`src/rtl/mem_arbiter_pkg.sv`:
```
// Shared CPU memory-side types: word, RAM handshake state and arbiter FSM state.
package cpu_types_pkg;

    typedef logic [31:0] word_t;

    typedef enum logic [1:0] {
        FREE   = 2'd0,
        BUSY   = 2'd1,
        ACCESS = 2'd2,
        ERROR  = 2'd3
    } ramstate_t;

    typedef enum logic [1:0] {
        IDLE = 2'd0,
        IGNT = 2'd1,
        DRD  = 2'd2,
        DWR  = 2'd3
    } arb_state_t;

endpackage

```
`src/rtl/mem_arbiter_if.sv`:
```
// Instruction/data request ports and the single shared RAM port of the arbiter.
interface mem_arbiter_if;
    import cpu_types_pkg::*;

    logic      iREN;
    word_t     iaddr;
    logic      iwait;
    word_t     iload;

    logic      dREN;
    logic      dWEN;
    word_t     daddr;
    word_t     dstore;
    logic      dwait;
    word_t     dload;

    logic      ramREN;
    logic      ramWEN;
    word_t     ramaddr;
    word_t     ramstore;
    word_t     ramload;
    ramstate_t ramstate;
    logic      ramerr;

    // arbiter side
    modport slave (
        input  iREN, iaddr, dREN, dWEN, daddr, dstore, ramload, ramstate,
        output iwait, iload, dwait, dload, ramREN, ramWEN, ramaddr, ramstore, ramerr
    );

    // CPU + RAM side
    modport master (
        output iREN, iaddr, dREN, dWEN, daddr, dstore, ramload, ramstate,
        input  iwait, iload, dwait, dload, ramREN, ramWEN, ramaddr, ramstore, ramerr
    );

endinterface

```
`src/rtl/mem_arbiter.sv`:
```
// Arbitrates instruction fetch vs data read/write onto one RAM port; grant lands one edge after request,
// completion is the RAM ACCESS cycle; FREE/BUSY/ERROR stall the requester indefinitely.
module mem_arbiter
    import cpu_types_pkg::*;
#(
    parameter int STARVE_MAX = 4
) (
    input  logic         CLK,
    input  logic         nRST,
    mem_arbiter_if.slave bus
);

    localparam int CW = $clog2(STARVE_MAX + 1);
    localparam logic [CW-1:0] STARVE_TOP = CW'(STARVE_MAX);

    arb_state_t    state_q, state_d;
    logic [CW-1:0] starve_q, starve_d;
    logic          ramerr_q, ramerr_d;

    logic access;
    logic i_done;
    logic d_done;
    logic req_held;

    always_comb begin
        access = (bus.ramstate == ACCESS);
        i_done = (state_q == IGNT) && access;
        d_done = ((state_q == DRD) || (state_q == DWR)) && access;
        case (state_q)
            IGNT:    req_held = bus.iREN;
            DRD:     req_held = bus.dREN;
            DWR:     req_held = bus.dWEN;
            default: req_held = 1'b0;
        endcase
    end

    always_comb begin
        starve_d = starve_q;
        if (!bus.iREN || i_done) begin
            starve_d = '0;
        end else if (d_done && (starve_q != STARVE_TOP)) begin
            starve_d = starve_q + 1'b1;
        end
    end

    // Re-arbitrate from IDLE (req_held is 0), on completion, or when the owner abandons its request.
    // The post-update starve count is used so the forced fetch follows exactly STARVE_MAX data grants.
    always_comb begin
        state_d = state_q;
        if (access || !req_held) begin
            if (bus.iREN && (starve_d == STARVE_TOP)) begin
                state_d = IGNT;
            end else if (bus.dWEN) begin
                state_d = DWR;
            end else if (bus.dREN) begin
                state_d = DRD;
            end else if (bus.iREN) begin
                state_d = IGNT;
            end else begin
                state_d = IDLE;
            end
        end
    end

    always_comb begin
        ramerr_d = ramerr_q | ((state_q != IDLE) && (bus.ramstate == ERROR));
    end

    always_ff @(posedge CLK or negedge nRST) begin
        if (!nRST) begin
            state_q  <= IDLE;
            starve_q <= '0;
            ramerr_q <= 1'b0;
        end else begin
            state_q  <= state_d;
            starve_q <= starve_d;
            ramerr_q <= ramerr_d;
        end
    end

    always_comb begin
        bus.ramREN   = 1'b0;
        bus.ramWEN   = 1'b0;
        bus.ramaddr  = '0;
        bus.ramstore = '0;
        case (state_q)
            IGNT: begin
                bus.ramREN  = 1'b1;
                bus.ramaddr = bus.iaddr;
            end
            DRD: begin
                bus.ramREN  = 1'b1;
                bus.ramaddr = bus.daddr;
            end
            DWR: begin
                bus.ramWEN   = 1'b1;
                bus.ramaddr  = bus.daddr;
                bus.ramstore = bus.dstore;
            end
            default: ;
        endcase
        bus.iwait  = ~i_done;
        bus.dwait  = ~d_done;
        bus.iload  = i_done ? bus.ramload : '0;
        bus.dload  = ((state_q == DRD) && access) ? bus.ramload : '0;
        bus.ramerr = ramerr_q;
    end

    strobe_exclusive: assert property (@(posedge CLK) disable iff (!nRST) !(bus.ramREN && bus.ramWEN));

endmodule

```
`src/flat_wrapper.sv`:
```
// flat-port wrapper written by rule: the top's interface ports become plain ports
module mem_arbiter_flat import cpu_types_pkg::*;
#(
    parameter int STARVE_MAX = 4
)
  (CLK, nRST, bus_iREN, bus_iaddr, bus_dREN, bus_dWEN, bus_daddr, bus_dstore, bus_ramload, bus_ramstate, bus_iwait, bus_iload, bus_dwait, bus_dload, bus_ramREN, bus_ramWEN, bus_ramaddr, bus_ramstore, bus_ramerr);
  mem_arbiter_if bus_i ();
  input  logic CLK;
  input  logic nRST;
  input wire logic [$bits(bus_i.iREN)-1:0] bus_iREN;
  input wire logic [$bits(bus_i.iaddr)-1:0] bus_iaddr;
  input wire logic [$bits(bus_i.dREN)-1:0] bus_dREN;
  input wire logic [$bits(bus_i.dWEN)-1:0] bus_dWEN;
  input wire logic [$bits(bus_i.daddr)-1:0] bus_daddr;
  input wire logic [$bits(bus_i.dstore)-1:0] bus_dstore;
  input wire logic [$bits(bus_i.ramload)-1:0] bus_ramload;
  input wire logic [$bits(bus_i.ramstate)-1:0] bus_ramstate;
  output wire logic [$bits(bus_i.iwait)-1:0] bus_iwait;
  output wire logic [$bits(bus_i.iload)-1:0] bus_iload;
  output wire logic [$bits(bus_i.dwait)-1:0] bus_dwait;
  output wire logic [$bits(bus_i.dload)-1:0] bus_dload;
  output wire logic [$bits(bus_i.ramREN)-1:0] bus_ramREN;
  output wire logic [$bits(bus_i.ramWEN)-1:0] bus_ramWEN;
  output wire logic [$bits(bus_i.ramaddr)-1:0] bus_ramaddr;
  output wire logic [$bits(bus_i.ramstore)-1:0] bus_ramstore;
  output wire logic [$bits(bus_i.ramerr)-1:0] bus_ramerr;
  assign bus_i.iREN = bus_iREN;
  assign bus_i.iaddr = bus_iaddr;
  assign bus_i.dREN = bus_dREN;
  assign bus_i.dWEN = bus_dWEN;
  assign bus_i.daddr = bus_daddr;
  assign bus_i.dstore = bus_dstore;
  assign bus_i.ramload = bus_ramload;
  assign bus_i.ramstate = bus_ramstate;
  assign bus_iwait = bus_i.iwait;
  assign bus_iload = bus_i.iload;
  assign bus_dwait = bus_i.dwait;
  assign bus_dload = bus_i.dload;
  assign bus_ramREN = bus_i.ramREN;
  assign bus_ramWEN = bus_i.ramWEN;
  assign bus_ramaddr = bus_i.ramaddr;
  assign bus_ramstore = bus_i.ramstore;
  assign bus_ramerr = bus_i.ramerr;
  mem_arbiter #(.STARVE_MAX(STARVE_MAX)) u_core (.CLK(CLK), .nRST(nRST), .bus(bus_i));
endmodule
```
`config.mk`:
```
export PLATFORM = sky130hd
export DESIGN_NAME = mem_arbiter_flat
export DESIGN_NICKNAME = d
export VERILOG_FILES = /design/src/rtl/mem_arbiter_pkg.sv /design/src/rtl/mem_arbiter_if.sv /design/src/rtl/mem_arbiter.sv /design/src/flat_wrapper.sv
export SDC_FILE = /design/constraint.sdc
export NUM_CORES = 1
export LEC_CHECK = 0
export CAP_MARGIN = 20
export CORE_AREA = 2 2 104 106
export CTS_BUF_LIST = sky130_fd_sc_hd__clkbuf_8 sky130_fd_sc_hd__clkbuf_16
export CTS_CLUSTER_SIZE = 20
export DETAILED_ROUTE_END_ITERATION = 16
export DIE_AREA = 0 0 106 108
export GPL_ROUTABILITY_DRIVEN = 1
export GPL_TIMING_DRIVEN = 0
export HOLD_SLACK_MARGIN = 0.05
export PLACE_DENSITY = 0.69
export RECOVER_POWER = 25
export SKIP_CTS_REPAIR_TIMING = 1
export SLEW_MARGIN = 40
export SYNTH_ARGS = -nofsm -noshare
export SYNTH_HDL_FRONTEND = slang
export SYNTH_SLANG_ARGS = --single-unit
```
`constraint.sdc`:
```
create_clock -name CLK -period 2.5 [get_ports CLK]
set_input_delay 0.25 -clock CLK [delete_from_list [all_inputs] [get_ports CLK]]
set_output_delay 0.25 -clock CLK [all_outputs]
set_load 0.01 [all_outputs]
```
==> reports/results.tsv, run 1 <==
metric	value	unit
status	complete, no violations	
p_per_area	364	nW/um^2
cp_top_family	buffers and inverters	
worst_pin_slew	432	ps
syn_nets	381	
path_class	in2out	
nNetsFinal	652	
power_leakage	2.01	nW
ir_worst_vdd	0.192	mV
hold_slack	343	ps
synth-main-ff-cell	dfrtp_1	
slew_headroom	71.2	%
async_reset_ff_share	100	%
cts.sinks	6	
ys_warn_count	0	
syn_area	1560	sq um
synth_fa_ha_area_share	5.63	%
die_y	108	microns
fmax	411	MHz
placed_cell_area	4400	sq um
cts_root_buffer	clkbuf_8	
avgRoutedWirePerCell	15.1	microns
setup.worst_path.end_class	primary output	
antenna_left	0	
setup_violations	0	
diodes	0	
cts_tree	built	
worstPathCellList	clkdlybuf4s50_1, nor2b_1, buf_6, clkbuf_4, clkbuf_4, and3_1, clkdlybuf4s50_1	
synth_top_area_cell	and3_1	
crit_arrival	2180	ps
num_vias	2837	
fin_crit	2430	ps
io_buffers	267	
grt_pass1_wl	14500	microns
required	2250	ps
yosys-top-cells-count	and3_1, nor2_1, a22oi_1, and2_1, clkbuf_1	
synth_top_area_share	25.3	%
synth_compound_area_share	20.2	%
hold_viol	0	
syn2layout_area_growth	188	%
drcViolationCount	0	
h-tree-depth	1	
layout-drive-gt1-share	6.10	%
initial_utilization	15.2	%
synth_top_family_by_area	simple AND/OR/NAND/NOR gates	
core.rowCount	37	
cpPeakStageDelay	560	ps
clock_latency	220	ps
hp-class	in2async	
synth.distinct_cells	31	
muxShareOfSynthArea	2.01	%
path_max_fanout	10	
routabilityCongestion	0.877	
grt_pass1_vias	2797	
syn_area_per_cell	6.51	sq um
coreArea	10200	sq um
die_w	106	microns
worst-path-buf-inv	5	
synth_cells	239	
setup_slack	65.2	ps
ios	268	
fin_area	4480	sq um
dpl_worst_slack	-357	ps
ys_ff_latch	6	
synth_area_leaders	and3_1, a22oi_1, and2_1	
synth_simple_gate_area_share	52.5	%
synth_xor_area_share	0.563	%
drt_iter0_markers	138	
fin_skew	0.679	ps
post-route-period-util	97.4	%
wl	9720	microns
swShare	39.0	%
antenna_found_initial	0	
dp_hpwl	8250	microns
power_frac_clock	8.5	%
crit_path_start_kind	input pin	
p_int	0.992	mW
p_comb_share	83.9	%
maxCapViolations	0	
seqPwrFrac	7.6	%
yosysSeqAreaShare	9.65	%
synth_edf_count	0	
dr.pass1.iters	4	
cts_buffers	3	
switchingPower	0.636	mW
grt.overflow.total	0	
clk_pin_slew	30	ps
via_per_inst	4.41	
grt_max_degree	11	
worst_path_max_delay_cell	clkdlybuf4s50_1	
die-area	11400	sq um
grt_use_total	15.7	%
slew_viol_final	0	
synth_most_common_cell	and3_1	
cts_max_path_buffers	2	
placed cells by master, fill, tap and decap left out, types with 2 or more instances in the layout:
cell type	n
a21oi_1	2
dlygate4sd3_1	16
a22oi_1	32
mux2i_1	2
dfrtp_1	5
ha_1	6
and2_1	31
nand2_1	4
clkbuf_8	3
clkbuf_2	10
clkbuf_1	9
dlymetal6s2s_1	2
inv_1	5
nor2_1	35
buf_4	4
and3_2	3
buf_6	3
clkdlybuf4s50_1	245
nand4_1	2
and3_1	63
clkdlybuf4s25_1	2
clkbuf_4	4
power groups by stage:
stage / Sequential [mW] / Combinational [mW] / Clock (mW)
floorplan: 0.117 / 0.559 / 0
global placement: 0.122 / 1.36 / 0
detailed placement: 0.123 / 1.38 / 0
CTS: 0.121 / 1.39 / 0.142
global route: 0.125 / 1.48 / 0.148
finish: 0.123 / 1.37 / 0.139
cell type report:
type | count | area, sq um
fillers | 1021 | 5750
repair buffers | 267 | 2670
multi-input cells | 198 | 1260
plain buffers | 28 | 170
well taps | 136 | 170
flip-flops and latches | 6 | 151
clock buffers | 3 | 41.3
inverters | 6 | 22.5
sequential cells by signal, summed over array words and instances (netlist names):
signal / flops
u_core.state_q: 2
u_core.starve_q: 3
u_core.bus.ramerr: 1
logic make-up (layout without fill, tap and decap cells):
| family | count (synthesis) | in the layout |
|---|---|---|
| XOR/XNOR | 1 | 1 |
| multiplexers | 3 | 3 |
| flip-flops | 6 | 6 |
| AO/OA/AOI/OAI | 42 | 42 |
| AND/OR/NAND/NOR | 145 | 145 |
| buffers and inverters | 35 | 304 |
| adder cells (fa/ha/maj) | 7 | 7 |
worst reg2reg max path, delay by kind of cell (launching register included):
kind	cells	cell delay, ps
AOI/OAI and AO/OA	3	680
DFF	1	380
adders and majority gates	1	300
and+or+nand+nor	1	260
buffers and inverters	2	240
layer usage:
| metal | vias up | global-route usage, % | wire (microns) |
|---|---|---|---|
| met3 | 4 | 4.46 | 948 |
| met4 | 0 | 1.50 | 42 |
| met1 | 1283 | 16.7 | 3570 |
| met5 | - | 0 | 0 |
| met2 | 157 | 31.6 | 5160 |
| li1 | 1393 | - | - |
per-stage QoR:
stage | instances | TNS [ps] | util (%) | power [mW]
after global routing | 644 | -9.01 | 43.8 | 1.76
final | 644 | 0 | 43.8 | 1.63
after global placement | 642 | -16050 | 43.0 | 1.48
after floorplan | 239 | 0 | - | 0.676
after detailed placement | 642 | -18140 | 43.0 | 1.50
after CTS | 645 | -33260 | 43.4 | 1.65
final timing paths:
path                                                     from                            end  slack, ps  cells after the start
worst max-delay path                          bus_ramstate[1]                  bus_iload[15]         70                      7
worst min-delay path                                     nRST   u_core.starve_q[1]$_DFF_PN0_        340                      1
worst max register to register  u_core.state_q[0]$_DFFE_PN0P_  u_core.state_q[1]$_DFFE_PN0P_        530                      7
worst min register to register    u_core.bus.ramerr$_DFF_PN0_    u_core.bus.ramerr$_DFF_PN0_        490                      1
max in group asynchronous                                nRST  u_core.state_q[1]$_DFFE_PN0P_       1930                      1
min in group CLK                  u_core.bus.ramerr$_DFF_PN0_    u_core.bus.ramerr$_DFF_PN0_        490                      1
Power figures use the tool's default switching activity.
==> run 2: changes to the inputs <==
- CTS_CLUSTER_SIZE: 20 -> 30
==> results of run 2 <==
Same layout as run 1: the final DEF is identical, and so are final timing and power.
==> run 3: changes to the inputs <==
- CAP_MARGIN: 20 -> 0
==> results of run 3 <==
Same layout as run 1: the final DEF is identical, and so are final timing and power.
==> RTL edit (config.mk and constraints of run 2) <==
`STARVE_MAX` is set to 4 in 2 places; all go to 8.
--- a/src/rtl/mem_arbiter.sv
+++ b/src/rtl/mem_arbiter.sv
@@ -4,5 +4,5 @@
     import cpu_types_pkg::*;
 #(
-    parameter int STARVE_MAX = 4
+    parameter int STARVE_MAX = 8
 ) (
     input  logic         CLK,
--- a/src/flat_wrapper.sv
+++ b/src/flat_wrapper.sv
@@ -2,5 +2,5 @@
 module mem_arbiter_flat import cpu_types_pkg::*;
 #(
-    parameter int STARVE_MAX = 4
+    parameter int STARVE_MAX = 8
 )
   (CLK, nRST, bus_iREN, bus_iaddr, bus_dREN, bus_dWEN, bus_daddr, bus_dstore, bus_ramload, bus_ramstate, bus_iwait, bus_iload, bus_dwait, bus_dload, bus_ramREN, bus_ramWEN, bus_ramaddr, bus_ramstore, bus_ramerr);
Behaviour: not the same (Yosys sat finds a counterexample within 10 cycles, from zero or initial values and one cycle with nRST low).
==> RTL edit against run 2 <==
  * Power increased by 76%
  * Synthesized area is 3.6% higher
  * Final cell count is 1.2% higher
  * Global-route usage rose by 0.42 points
  * Design area up 6.4%
  * Core utilization up 2.8 points
  * Worst setup slack improved by 0.025 ns
  * Count of clock-buffer cells in the layout unchanged
  * Sequential cell count is 1 higher
  * Routed wire length increased by 11%
==> RTL edit: results (changes against run 2) <==
| Metric | Value |
|---|---|
| Fillers | 970 (was 1021) |
| Wire length on met2 | 5.68 mm (was 5.16 mm) |
| Syn Nets | 387 (was 381) |
| Synth top area cells | and3_1, a22oi_1, and2_1 (unchanged) |
| Sequential share of cell area | 3.68% (was 3.38%) |
| Post-route insts no fill | 652 (was 644) |
| Pre-antenna DRT Iters | 6 (was 4) |
| First DRT Iteration DRCs | 167 (was 138) |
| Net Sw Power | 1260 uW (was 636 uW) |
| Footprint of the multi-input gates | 1340 um2 (was 1260 um2) |
| Pre-CTS worst setup slack | -1.05 ns (was -0.357 ns) |
| M1 WL | 4.07 mm (was 3.57 mm) |
| Nets@finish | 659 (was 652) |
| Tot GR Track Use | 16.1% (was 15.7%) |
| First-pass GRT wire length | 14.8 mm (was 14.5 mm) |
| Hpwl dp | 8.78 mm (was 8.25 mm) |
| M2 GR Usage | 32.0% (was 31.6%) |
| Distinct cells, synth | 32 (was 31) |
| Worst Path Arrival | 2.16 ns (was 2.18 ns) |
| Clk sinks | 7 (was 6) |
| Global Route met1 Usage | 17.0% (was 16.7%) |
| Synthesized instance count | 245 (was 239) |
| Vias in the first global route | 2920 (was 2797) |
| Placed inst area | 4460 um2 (was 4400 um2) |
| Signal buf overhead | 63.1% (was 63.3%) |
| Combinational gate power | 2550 uW (was 1370 uW) |
| Worst slew margin | 71.5% (was 71.2%) |
| Top cells by count, synth | and3_1, nor2_1, a22oi_1, and2_1, clkbuf_1 (unchanged) |
| GP Congestion | 0.838 (was 0.877) |
| Clk pwr share | 5.6% (was 8.5%) |
| Cell total after placement | 648 (was 642) |
| Peak supply drop | 0.284 mV (was 0.192 mV) |
| Share of cells above drive strength 1 | 7.75% (was 6.10%) |
| Max Clock Skew | 0.00239 ns (was 0.000679 ns) |
| Status | finished, final reports clean (unchanged) |
| Sequential cell area | 175 um2 (was 151 um2) |
| Total Power | 2860 uW (was 1630 uW) |
| Vias/cell | 4.55 (was 4.41) |
| R2r startpoint | u_core.state_q[1] (was u_core.state_q[0]) |
[RTL edit: cell count changes after synthesis, sizes merged, moves of 2 or more]
cell / change
nand2b: +2
nand4: -2
and3: -2
o31ai: +3
a21oi: +3
[RTL edit: logic make-up (layout without fill, tap and decap cells)]
logic type                 count (synthesis)  after routing  synth area share (%)
AOI/OAI and AO/OA                         45             45                  20.9
DFF                                        7              7                  10.9
adders and majority gates                  7              7                  5.43
xor gates and xnor gates                   1              1                 0.543
muxes                                      1              1                 0.621
buffers and inverters                     34            305                  8.15
and+or+nand+nor                          150            150                  53.5
[RTL edit: final timing paths]
path / end / slack, ns / cells past startpoint
max: bus_dload[9] / 0.09 / 6
min: u_core.bus.ramerr / 0.37 / 1
max reg2reg: u_core.state_q[0] / 0.30 / 9
min reg2reg: u_core.bus.ramerr / 0.48 / 1
max in group asynchronous: u_core.starve_q[1] / 1.87 / 1
min in group CLK: u_core.bus.ramerr / 0.48 / 1
